===== src/rtl/jt1942_pkg.sv =====
// ============================================================================
// jt1942_pkg
// ----------------------------------------------------------------------------
// Purpose : Definitions shared by the scroll-ROM fetch logic. Holds the fetch
//           state encoding and the number of bitplanes read per tile row.
// Contents:
//   scromState_t : fetch FSM states (IDLE=0, P0=1, P1=2, P2=3, DONE=4)
//   PLANE_COUNT  : bitplanes fetched per request (x, y, z)
// ============================================================================
package jt1942_pkg;

    typedef enum logic [2:0] {
        ST_IDLE = 3'd0,
        ST_P0   = 3'd1,
        ST_P1   = 3'd2,
        ST_P2   = 3'd3,
        ST_DONE = 3'd4
    } scromState_t;

    localparam int PLANE_COUNT = 3;

endpackage


===== src/rtl/jt1942_scrom_fetch.sv =====
// ============================================================================
// jt1942_scrom_fetch
// ----------------------------------------------------------------------------
// Purpose : Fetches the three bitplane bytes of a scroll tile row from an
//           8-bit ROM and presents them atomically as {z,y,x} to the scroll
//           stage. Plane k lives at scr_addr + k*PLANE_STEP.
// Ports   :
//   clk         in   24 MHz system clock
//   rst_n       in   synchronous active-low reset
//   cen6        in   6 MHz pixel enable (miss accounting only)
//   scr_addr    in   14-bit tile/row request address
//   scrom_data  out  24-bit packed {z,y,x} planes
//   data_ok     out  scrom_data belongs to the current scr_addr
//   rom_addr    out  ROM byte address (ROM_AW bits)
//   rom_cs      out  ROM read request
//   rom_data    in   ROM read data
//   rom_ok      in   ROM beat complete, rom_data valid
//   miss_cnt    out  saturating count of late fetches
// Config  : define JT1942_SCROM_MISS_EN to build the late-fetch counter;
//           otherwise miss_cnt is tied to zero.
// ============================================================================
module jt1942_scrom_fetch
    import jt1942_pkg::*;
#(
    parameter int unsigned       ROM_AW     = 16,
    parameter logic [ROM_AW-1:0] PLANE_STEP = 16'h4000
) (
    input  logic              clk,
    input  logic              rst_n,
    input  logic              cen6,
    input  logic [13:0]       scr_addr,
    output logic [23:0]       scrom_data,
    output logic              data_ok,
    output logic [ROM_AW-1:0] rom_addr,
    output logic              rom_cs,
    input  logic [7:0]        rom_data,
    input  logic              rom_ok,
    output logic [7:0]        miss_cnt
);

    scromState_t       r_state;
    scromState_t       w_nextState;
    logic [13:0]       r_lastAddr;
    logic [13:0]       r_heldAddr;
    logic              r_restart;
    logic              r_valid;
    logic              r_romCs;
    logic              w_nextCs;
    logic [ROM_AW-1:0] r_romAddr;
    logic [ROM_AW-1:0] w_nextAddr;
    logic [23:0]       r_scromData;
    logic [7:0]        r_planes [PLANE_COUNT];
    logic              w_changed;
    logic              w_beat;
    logic              w_start;
    logic              w_capture;
    logic              w_publish;
    logic              w_fetching;
    logic [1:0]        w_planeSel;
    logic [ROM_AW-1:0] w_scrAddrExt;

    assign w_scrAddrExt = ROM_AW'(scr_addr);
    assign w_changed    = (scr_addr != r_lastAddr);
    // A beat only counts while we are actually requesting.
    assign w_beat       = rom_ok & r_romCs;
    assign w_fetching   = (r_state == ST_P0) || (r_state == ST_P1) || (r_state == ST_P2);

    // Next-state logic. A request change seen during a plane fetch lets the
    // current beat finish, then drops back to IDLE so rom_cs gets a low cycle
    // before the restarted fetch; the pending restart flag forces that fetch
    // even if scr_addr has since returned to the old address.
    always_comb begin
        w_nextState = r_state;
        w_nextCs    = r_romCs;
        w_nextAddr  = r_romAddr;
        w_start     = 1'b0;
        w_capture   = 1'b0;
        w_publish   = 1'b0;
        w_planeSel  = 2'd0;
        case (r_state)
            ST_IDLE: begin
                if (w_changed || r_restart) begin
                    w_start = 1'b1;
                end
            end
            ST_P0, ST_P1: begin
                w_planeSel = (r_state == ST_P0) ? 2'd0 : 2'd1;
                if (w_beat) begin
                    w_capture = 1'b1;
                    if (w_changed || r_restart) begin
                        w_nextState = ST_IDLE;
                        w_nextCs    = 1'b0;
                    end else begin
                        w_nextState = (r_state == ST_P0) ? ST_P1 : ST_P2;
                        w_nextAddr  = r_romAddr + PLANE_STEP;
                    end
                end
            end
            ST_P2: begin
                w_planeSel = 2'd2;
                if (w_beat) begin
                    w_capture   = 1'b1;
                    w_nextCs    = 1'b0;
                    w_nextState = (w_changed || r_restart) ? ST_IDLE : ST_DONE;
                end
            end
            ST_DONE: begin
                w_publish   = 1'b1;
                w_nextState = ST_IDLE;
                if (w_changed) begin
                    w_start = 1'b1;
                end
            end
            default: begin
                w_nextState = ST_IDLE;
                w_nextCs    = 1'b0;
            end
        endcase
        // rom_cs is low in both IDLE and DONE, so starting from either keeps
        // the mandatory gap between fetches.
        if (w_start) begin
            w_nextState = ST_P0;
            w_nextCs    = 1'b1;
            w_nextAddr  = w_scrAddrExt;
        end
    end

    // State, ROM request and data registers.
    always_ff @(posedge clk) begin
        if (!rst_n) begin
            r_state     <= ST_IDLE;
            r_romCs     <= 1'b0;
            r_romAddr   <= '0;
            r_lastAddr  <= '0;
            r_heldAddr  <= '0;
            r_restart   <= 1'b0;
            r_valid     <= 1'b0;
            r_scromData <= '0;
            for (int i = 0; i < PLANE_COUNT; i++) begin
                r_planes[i] <= '0;
            end
        end else begin
            r_state   <= w_nextState;
            r_romCs   <= w_nextCs;
            r_romAddr <= w_nextAddr;
            if (w_start) begin
                r_lastAddr <= scr_addr;
                r_restart  <= 1'b0;
            end else if (w_fetching && w_changed) begin
                r_restart <= 1'b1;
            end
            if (w_capture) begin
                r_planes[w_planeSel] <= rom_data;
            end
            if (w_publish) begin
                r_scromData <= {r_planes[2], r_planes[1], r_planes[0]};
                r_heldAddr  <= r_lastAddr;
                r_valid     <= 1'b1;
            end
        end
    end

    assign scrom_data = r_scromData;
    assign data_ok    = r_valid && (scr_addr == r_heldAddr);
    assign rom_cs     = r_romCs;
    assign rom_addr   = r_romAddr;

`ifdef JT1942_SCROM_MISS_EN
    logic [7:0] r_missCnt;
    logic [7:0] r_cenSince;

    // Counts pixel enables since the fetch started; every enable after the
    // eighth with the fetch still outstanding is one late pixel.
    always_ff @(posedge clk) begin
        if (!rst_n) begin
            r_missCnt  <= '0;
            r_cenSince <= '0;
        end else if (w_start) begin
            r_cenSince <= '0;
        end else if (cen6 && w_fetching) begin
            if (r_cenSince != 8'hFF) begin
                r_cenSince <= r_cenSince + 8'd1;
            end
            if ((r_cenSince >= 8'd8) && (r_missCnt != 8'hFF)) begin
                r_missCnt <= r_missCnt + 8'd1;
            end
        end
    end

    assign miss_cnt = r_missCnt;
`else
    logic w_unusedCen;
    assign w_unusedCen = cen6;
    assign miss_cnt    = 8'h00;
`endif

endmodule


===== config.mk =====
export PLATFORM = sky130hd
export DESIGN_NAME = jt1942_scrom_fetch
export DESIGN_NICKNAME = d
export VERILOG_FILES = /design/src/rtl/jt1942_pkg.sv /design/src/rtl/jt1942_scrom_fetch.sv
export SDC_FILE = /design/constraint.sdc
export NUM_CORES = 1
export LEC_CHECK = 0
export CAP_MARGIN = 20
export CELL_PAD_IN_SITES_DETAIL_PLACEMENT = 0
export CELL_PAD_IN_SITES_GLOBAL_PLACEMENT = 1
export CORE_ASPECT_RATIO = 0.8
export CORE_MARGIN = 3
export CORE_UTILIZATION = 39
export DETAILED_ROUTE_END_ITERATION = 12
export GPL_ROUTABILITY_DRIVEN = 0
export PLACE_DENSITY = 0.81
export SLEW_MARGIN = 20
export SYNTH_ARGS = -nofsm -noshare
export SYNTH_HDL_FRONTEND = slang
export SYNTH_SLANG_ARGS = --single-unit

===== constraint.sdc =====
create_clock -name clk -period 2.1 [get_ports clk]
set_input_delay 0.42 -clock clk [delete_from_list [all_inputs] [get_ports clk]]
set_output_delay 0.42 -clock clk [all_outputs]
set_load 0.02 [all_outputs]

==> key figures, run 1 <==
Critical path
  • Critical path type: in2out
  • Register-to-register path setup slack: 0.16 ns
  • CP max stage cell: nor4_2
  • Worst Setup SP: scr_addr[0]
  • Reg-to-reg startpoint: r_lastAddr[9]$_SDFFE_PN0P_
  • Crit-path max FO: 4
  • Required @ worst endpoint: 1.68 ns
  • Crit start category: primary input
  • Crit end category: output pin
  • Worst-path cell chain: dlygate4sd2_1, xnor2_1, nand4_1, nor4_2, buf_4
  • Worst path max stage delay: 0.32 ns
  • WP data arrival: 1.61 ns
  • R2R depth: 7
  • Worst flop-to-flop path endpoint: r_lastAddr[7]$_SDFFE_PN0P_

Min path
  • Hold Crit Start: scrom_data[4]$_SDFFE_PN0N_
  • Hold Path End: scrom_data[4]$_SDFFE_PN0N_
  • WHS Path Cells: 2
  • Min-Delay Path Class: reg2reg

Synthesis
  • Mapped Area: 3821 sq um
  • Post-synth EDFFs: 24
  • Post-synth ARST share: 0
  • Main synth FF type: dfxtp_1
  • Post-Syn Instances: 381
  • Yosys warns: 0
  • Netlist cell types: 33
  • Seq/Total Area, Yosys: 0.5763
  • Avg Inst Size Synth: 10.03 sq um
  • Yosys reg bits: 98

STA
  • Endpoints failing hold: 0
  • Period utilization: 0.9657
  • RSZ-0062 raised after global routing: no
  • Fmax: 493.1 MHz
  • Final setup viols: 0
  • Min Tclk post-route: 2.028 ns
  • Clk_skew: 0.006774 ns
  • Final worst slack: 0.07209 ns
  • Max_slew headroom: 0.6383
  • Slew at the pin closest to its max-slew limit: 0.5405 ns
  • Final Max Tran Viols: 0

Routing
  • M1 WL: 4230 um
  • Detail Route Antenna Nets: 0
  • WL/cell: 14.77 um
  • Number of remaining DRC errors: 0
  • TritonRoute pass-1 iters: 4
  • Met2 wire length: 3907 um
  • Vias post-DR: 2952
  • Highest metal used: met4
  • Met3 wire len: 476 um
  • Total Wirelength: 8672 um
  • Vias per std cell: 5.029
  • Initial drt markers: 151

CTS
  • Root Buffer: clkbuf_16
  • H-tree depth: 3
  • Hold Buf Count CTS: 0
  • Longest Clk Path Bufs: 2
  • Worst-skew pair later-pin latency: 0.34 ns
  • CTS buffer count: 9
  • Clock sinks: 98
  • Clock transition at the registers of the reported paths: 0.07 ns
  • TritonCTS clock tree: built

GRT
  • Vias in the first global route: 2748
  • Initial antenna violation count: 0
  • Total Routing Usage GR: 0.1585
  • First-pass GRT wire length: 13730 um
  • Pin count of the biggest net entering global routing: 41
  • Gr ovfl total: 0

Final layout
  • N_diodes: 0
  • Most frequent cells in the layout: nand2_1 (84), dfxtp_1 (74), clkdlybuf4s50_1 (51), a21oi_1 (41), a22o_1 (28)
  • Multi-input logic area: 1536 sq um
  • Commonest non-fill, non-tap cell in the layout: nand2_1
  • Area Overhead vs Synth: 34.90%
  • Layout cells sized above 1: 0.1186
  • Register Area: 2202 sq um
  • Final-stage net count: 493
  • Fill count: 864

Power
  • Max IR drop VDD: 0.4066 mV
  • Net Switching: 0.0009833 W
  • Power Internal: 0.003131 W
  • Combinational Power Share: 0.096
  • P per Cell Area: 798.0 nW/um^2
  • Overall Power: 0.004114 W
  • Clock network power share: 0.409
  • Sequential fraction of design power: 0.494
  • Sw Share: 0.2390
  • LEAKAGE: 1.910 nW

Floorplan
  • Die extent in y: 94.54 um
  • Row count: 31
  • Top-Level Pins: 76
  • Initial core utilization: 0.4105
  • Die Area: 11030 sq um
  • Core area: 9309 sq um
  • Die width: 116.7 um

Placement
  • Hpwl dp: 5765 um
  • Port bufs: 66
  • Worst slack, placed: -0.6124 ns

Run status
  • Outcome: finished, final reports clean

Run
  • Max Cap Viol: 0
[Yosys cell counts, types with 5 or more instances]
| library cell | number | area (sq um) |
|---|---|---|
| buf_4 | 8 | 60.06 |
| nand2_1 | 84 | 315.3 |
| o21ai_0 | 5 | 25.02 |
| buf_2 | 5 | 25.02 |
| a21oi_1 | 41 | 205.2 |
| edfxtp_1 | 24 | 720.7 |
| a22o_1 | 28 | 245.2 |
| nor2_1 | 9 | 33.78 |
| clkbuf_1 | 13 | 48.80 |
| dfxtp_1 | 74 | 1481 |
| and2_1 | 25 | 156.4 |
| xnor2_1 | 14 | 122.6 |
| xor2_1 | 14 | 122.6 |
| nand4_1 | 5 | 31.28 |
[how the worst max path moves through the flow]
| stage | to | cells past startpoint | slack, ns |
|---|---|---|---|
| 2_1_floorplan | r_lastAddr[10]$_SDFFE_PN0P_ | 7 | 0.17 |
| 3_3_place_gp | data_ok | 5 | -0.61 |
| 3_5_place_dp | data_ok | 5 | -0.61 |
| 4_1_cts | data_ok | 5 | -0.02 |
| 5_1_grt | data_ok | 5 | 0.02 |
| 6_report | data_ok | 5 | 0.07 |
[power by group through the flow]
stage | Sequential (W) | Clock, W | Combinational, W
after floorplan | 0.00209 | 0 | 0.000175
after global placement | 0.00207 | 0 | 0.000370
after detailed placement | 0.00208 | 0 | 0.000373
after CTS | 0.00203 | 0.00172 | 0.000371
after global routing | 0.00204 | 0.00181 | 0.000425
final | 0.00203 | 0.00168 | 0.000395
[cell type report]
| type | instances | share of cell area |
|---|---|---|
| Inverter | 2 | 0.001456 |
| Sequential cell | 98 | 0.4272 |
| Multi-Input combinational cell | 261 | 0.2981 |
| Timing Repair Buffer | 95 | 0.1852 |
| Tap cell | 115 | 0.02791 |
| Clock inverter | 7 | 0.01650 |
| Clock buffer | 9 | 0.04369 |
[repair_timing]
| item | 4_1_cts | 5_1_grt |
|---|---|---|
| endpoints found under the hold margin | 0 | 0 |
| buffers inserted | 0 | 0 |
| cloned | 0 | 3 |
| pin swaps | 10 | 6 |
| resized for setup | 21 | 8 |
| endpoints found under the setup margin | 30 | 30 |
[state kept, by name (all words and copies together), names as in the netlist]
name / count
r_lastAddr: 14
rom_addr: 16
rom_cs: 1
r_state: 3
scrom_data: 24
r_heldAddr: 14
r_valid: 1
r_restart: 1
r_planes: 24
[stage by stage]
stage	hold slack [ns]	area (sq um)	utilization	instances	TNS (ns)
finish	0.4541	5155	0.5538	587	0
global route	0.4728	5155	0.5538	587	0
CTS	0.4581	5059	0.5434	584	-0.01610
detailed placement	0.4480	4740	0.5091	568	-14.95
global placement	0.4437	4740	0.5091	568	-14.17
floorplan	0.4400	3847	-	388	0
[kinds of logic after synthesis]
kind of cell           share of synthesized area
AND/OR/NAND/NOR                           0.1752
XOR/XNOR                                 0.06418
buffers and inverters                    0.03995
flip-flops                                0.5763
AO/OA/AOI/OAI                             0.1434
other                                  0.0009814
[critical path, delay by kind of cell]
family        cells  cell delay (ns)
buf+inv           2             0.49
simple gates      2             0.48
xor+xnor          1             0.21
[routing by layer]
| metal | GRT usage | vias to the layer above |
|---|---|---|
| met5 | 0 | - |
| met3 | 0.04484 | 6 |
| met1 | 0.2328 | 1411 |
| met2 | 0.2324 | 74 |
| li1 | - | 1461 |
| met4 | 0.03438 | 0 |
No activity file was read; power rests on OpenSTA's default activity.
==> inputs of run 2 (changes only) <==
- SKIP_LAST_GASP: default -> 1
==> results of run 2 <==
Same layout as run 1: the final DEF is identical, and so are final timing and power.
==> inputs of run 3 (changes only) <==
- CORE_ASPECT_RATIO: 0.8 -> default
- CORE_MARGIN: 3 -> 2
- GPL_TIMING_DRIVEN: default -> 0
==> run 3 against run 2 <==
Net effect:
- count of clock-buffer cells in the layout increased by 2
- worst setup slack worse by 0.025 ns
- critical path depth is 4 higher
- cell count is 4.4% higher
- flip-flop and latch count did not move
- highest routed layer unchanged
- critical endpoint is now r_lastAddr[11]$_SDFFE_PN0P_
- total power decreased by 14%
- final area is 2.6% lower
- die area decreased by 3.8%
- global-route usage is 2.2 points higher
- sequential share of layout area is 1.2 points higher
- non-clock buffer count increased by 8
- first-iteration DRC count rose by 1.3%
==> key figures, run 3 (synthesis gave the netlist of run 1 again) <==
Critical path
  • Required @ worst endpoint: 2.35 ns
  • Worst path top cell family by delay: buffers and inverters
  • Worst-path cell chain: dlygate4sd2_1, xor2_1, nor4_2, nand4_1, buf_6, o211a_1, buf_6, buf_8, a22o_1
  • Critical path buffer and inverter count: 4
  • WP data arrival: 2.31 ns
  • Reg-to-reg startpoint: r_lastAddr[9]$_SDFFE_PN0P_
  • CP most frequent cell: buf_6
  • CP max stage cell: nor4_2
  • Register-to-register path setup slack: 0.08 ns
  • Worst path max stage delay: 0.36 ns
  • R2R depth: 8
  • Critical path type: in2reg
  • Crit end category: flip-flop
  • Crit-path max FO: 10
  • Critical path destination: r_lastAddr[11]$_SDFFE_PN0P_
  • Crit start category: primary input
  • Worst Setup SP: scr_addr[8]
  • WP depth: 9
  • Worst flop-to-flop path endpoint: r_lastAddr[11]$_SDFFE_PN0P_

Routing
  • TritonRoute pass-1 iters: 4
  • Total Wirelength: 9095 um
  • Vias post-DR: 2933
  • WL/cell: 14.84 um
  • Detail Route Antenna Nets: 0
  • Initial drt markers: 153
  • Number of remaining DRC errors: 0
  • Vias per std cell: 4.785

CTS
  • Root Buffer: clkbuf_8
  • Clock transition at the registers of the reported paths: 0.10 ns
  • CTS buffer count: 9
  • TritonCTS clock tree: built
  • Clock sinks: 98
  • Worst-skew pair later-pin latency: 0.37 ns
  • H-tree depth: 3
  • Longest Clk Path Bufs: 2

Floorplan
  • Initial core utilization: 0.3964
  • Die extent in y: 103.0 um
  • Row count: 36
  • Core area: 9639 sq um
  • Die Area: 10610 sq um
  • Die width: 103.0 um
  • Top-Level Pins: 76

Final layout
  • Fill count: 937
  • Multi-input logic area: 1573 sq um
  • Register Area: 2205 sq um
  • Final instance area: 5020 sq um
  • Most frequent cells in the layout: nand2_1 (84), dfxtp_1 (72), clkdlybuf4s50_1 (51), a21oi_1 (41), a22o_1 (28)
  • Layout cells sized above 1: 0.1250
  • Fin cells: 613
  • Area Overhead vs Synth: 31.37%
  • Final-stage net count: 501
  • Commonest non-fill, non-tap cell in the layout: nand2_1
  • N_diodes: 0

GRT
  • Gr ovfl total: 0
  • Initial antenna violation count: 0
  • First-pass GRT wire length: 14340 um
  • Pin count of the biggest net entering global routing: 18
  • Total Routing Usage GR: 0.1806
  • Vias in the first global route: 2841

STA
  • Final Max Tran Viols: 0
  • Period utilization: 0.9775
  • Slew at the pin closest to its max-slew limit: 0.6988 ns
  • Clk_skew: 0.01471 ns
  • Final worst slack: 0.04735 ns
  • Min Tclk post-route: 2.053 ns
  • Final setup viols: 0
  • Endpoints failing hold: 0
  • Fmax: 487.2 MHz
  • Max_slew headroom: 0.5303

Placement
  • Placed insts: 587
  • Post-DP Area: 4687 sq um
  • Hpwl dp: 6214 um
  • Worst slack, placed: -0.8223 ns
  • Port bufs: 66

Power
  • Clock network power share: 0.316
  • Power Internal: 0.002617 W
  • Sw Share: 0.2596
  • Sequential fraction of design power: 0.575
  • LEAKAGE: 1.834 nW
  • P per Cell Area: 704.2 nW/um^2
  • Net Switching: 0.0009177 W
  • Max IR drop VDD: 0.3434 mV
  • Combinational Power Share: 0.110

Min path
  • Min-Delay Path Class: in2reg

Run status
  • Outcome: finished, final reports clean

Run
  • Max Cap Viol: 0
## run 3: worst min path at each step
stage,startpoint,endpoint,slack (ns),cells after the start
floorplan,r_valid$_SDFFE_PN0N_,r_valid$_SDFFE_PN0N_,0.44,2
global placement,scrom_data[7]$_SDFFE_PN0N_,scrom_data[7]$_SDFFE_PN0N_,0.45,2
detailed placement,scrom_data[13]$_SDFFE_PN0N_,scrom_data[13]$_SDFFE_PN0N_,0.45,2
CTS,scrom_data[13]$_SDFFE_PN0N_,scrom_data[13]$_SDFFE_PN0N_,0.47,2
global route,scr_addr[0],r_lastAddr[0]$_SDFFE_PN0P_,0.37,2
finish,scr_addr[9],rom_addr[9]$_SDFFE_PN0P_,0.37,2
## run 3: per-layer routing
| layer | global-route usage | vias up | share of wire |
|---|---|---|---|
| met5 | 0 | - | 0 |
| li1 | - | 1482 | - |
| met1 | 0.2328 | 1378 | 0.45 |
| met3 | 0.04068 | 11 | 0.040 |
| met2 | 0.3042 | 62 | 0.50 |
| met4 | 0.05364 | 0 | 0.011 |
## run 3: power groups by stage
stage,Combinational (W),Clock [W],Sequential (W)
CTS,0.000370,0.00114,0.00203
global route,0.000421,0.00122,0.00204
floorplan,0.000175,0,0.00209
global placement,0.000359,0,0.00207
detailed placement,0.000362,0,0.00207
finish,0.000388,0.00112,0.00203
## run 3: layout make-up
type / instances / share of cell area
sequential: 98 / 0.4392
multi-input combinational: 261 / 0.3133
clock buffer: 11 / 0.02617
timing repair buffer: 76 / 0.1456
inverter: 2 / 0.001496
buffer: 27 / 0.03290
clock inverter: 5 / 0.008225
tap: 133 / 0.03315
## run 3: repair_timing
| item | 4_1_cts | 5_1_grt |
|---|---|---|
| pin swaps | 4 | 4 |
| resized for setup | 29 | 20 |
| buffers inserted | 3 | 7 |
| hold buffers | 0 | 0 |
| setup endpoints to repair | 57 | 51 |
## run 3: stage by stage
step	hold slack (ns)	utilization	power, W	TNS [ns]
4_1_cts	0.4654	0.5095	0.003537	-0.2764
3_3_place_gp	0.4484	0.4849	0.002430	-43.87
5_1_grt	0.3695	0.5208	0.003682	-0.0006040
6_report	0.3724	0.5208	0.003535	0
3_5_place_dp	0.4509	0.4862	0.002436	-33.61
2_1_floorplan	0.4400	-	0.002269	0
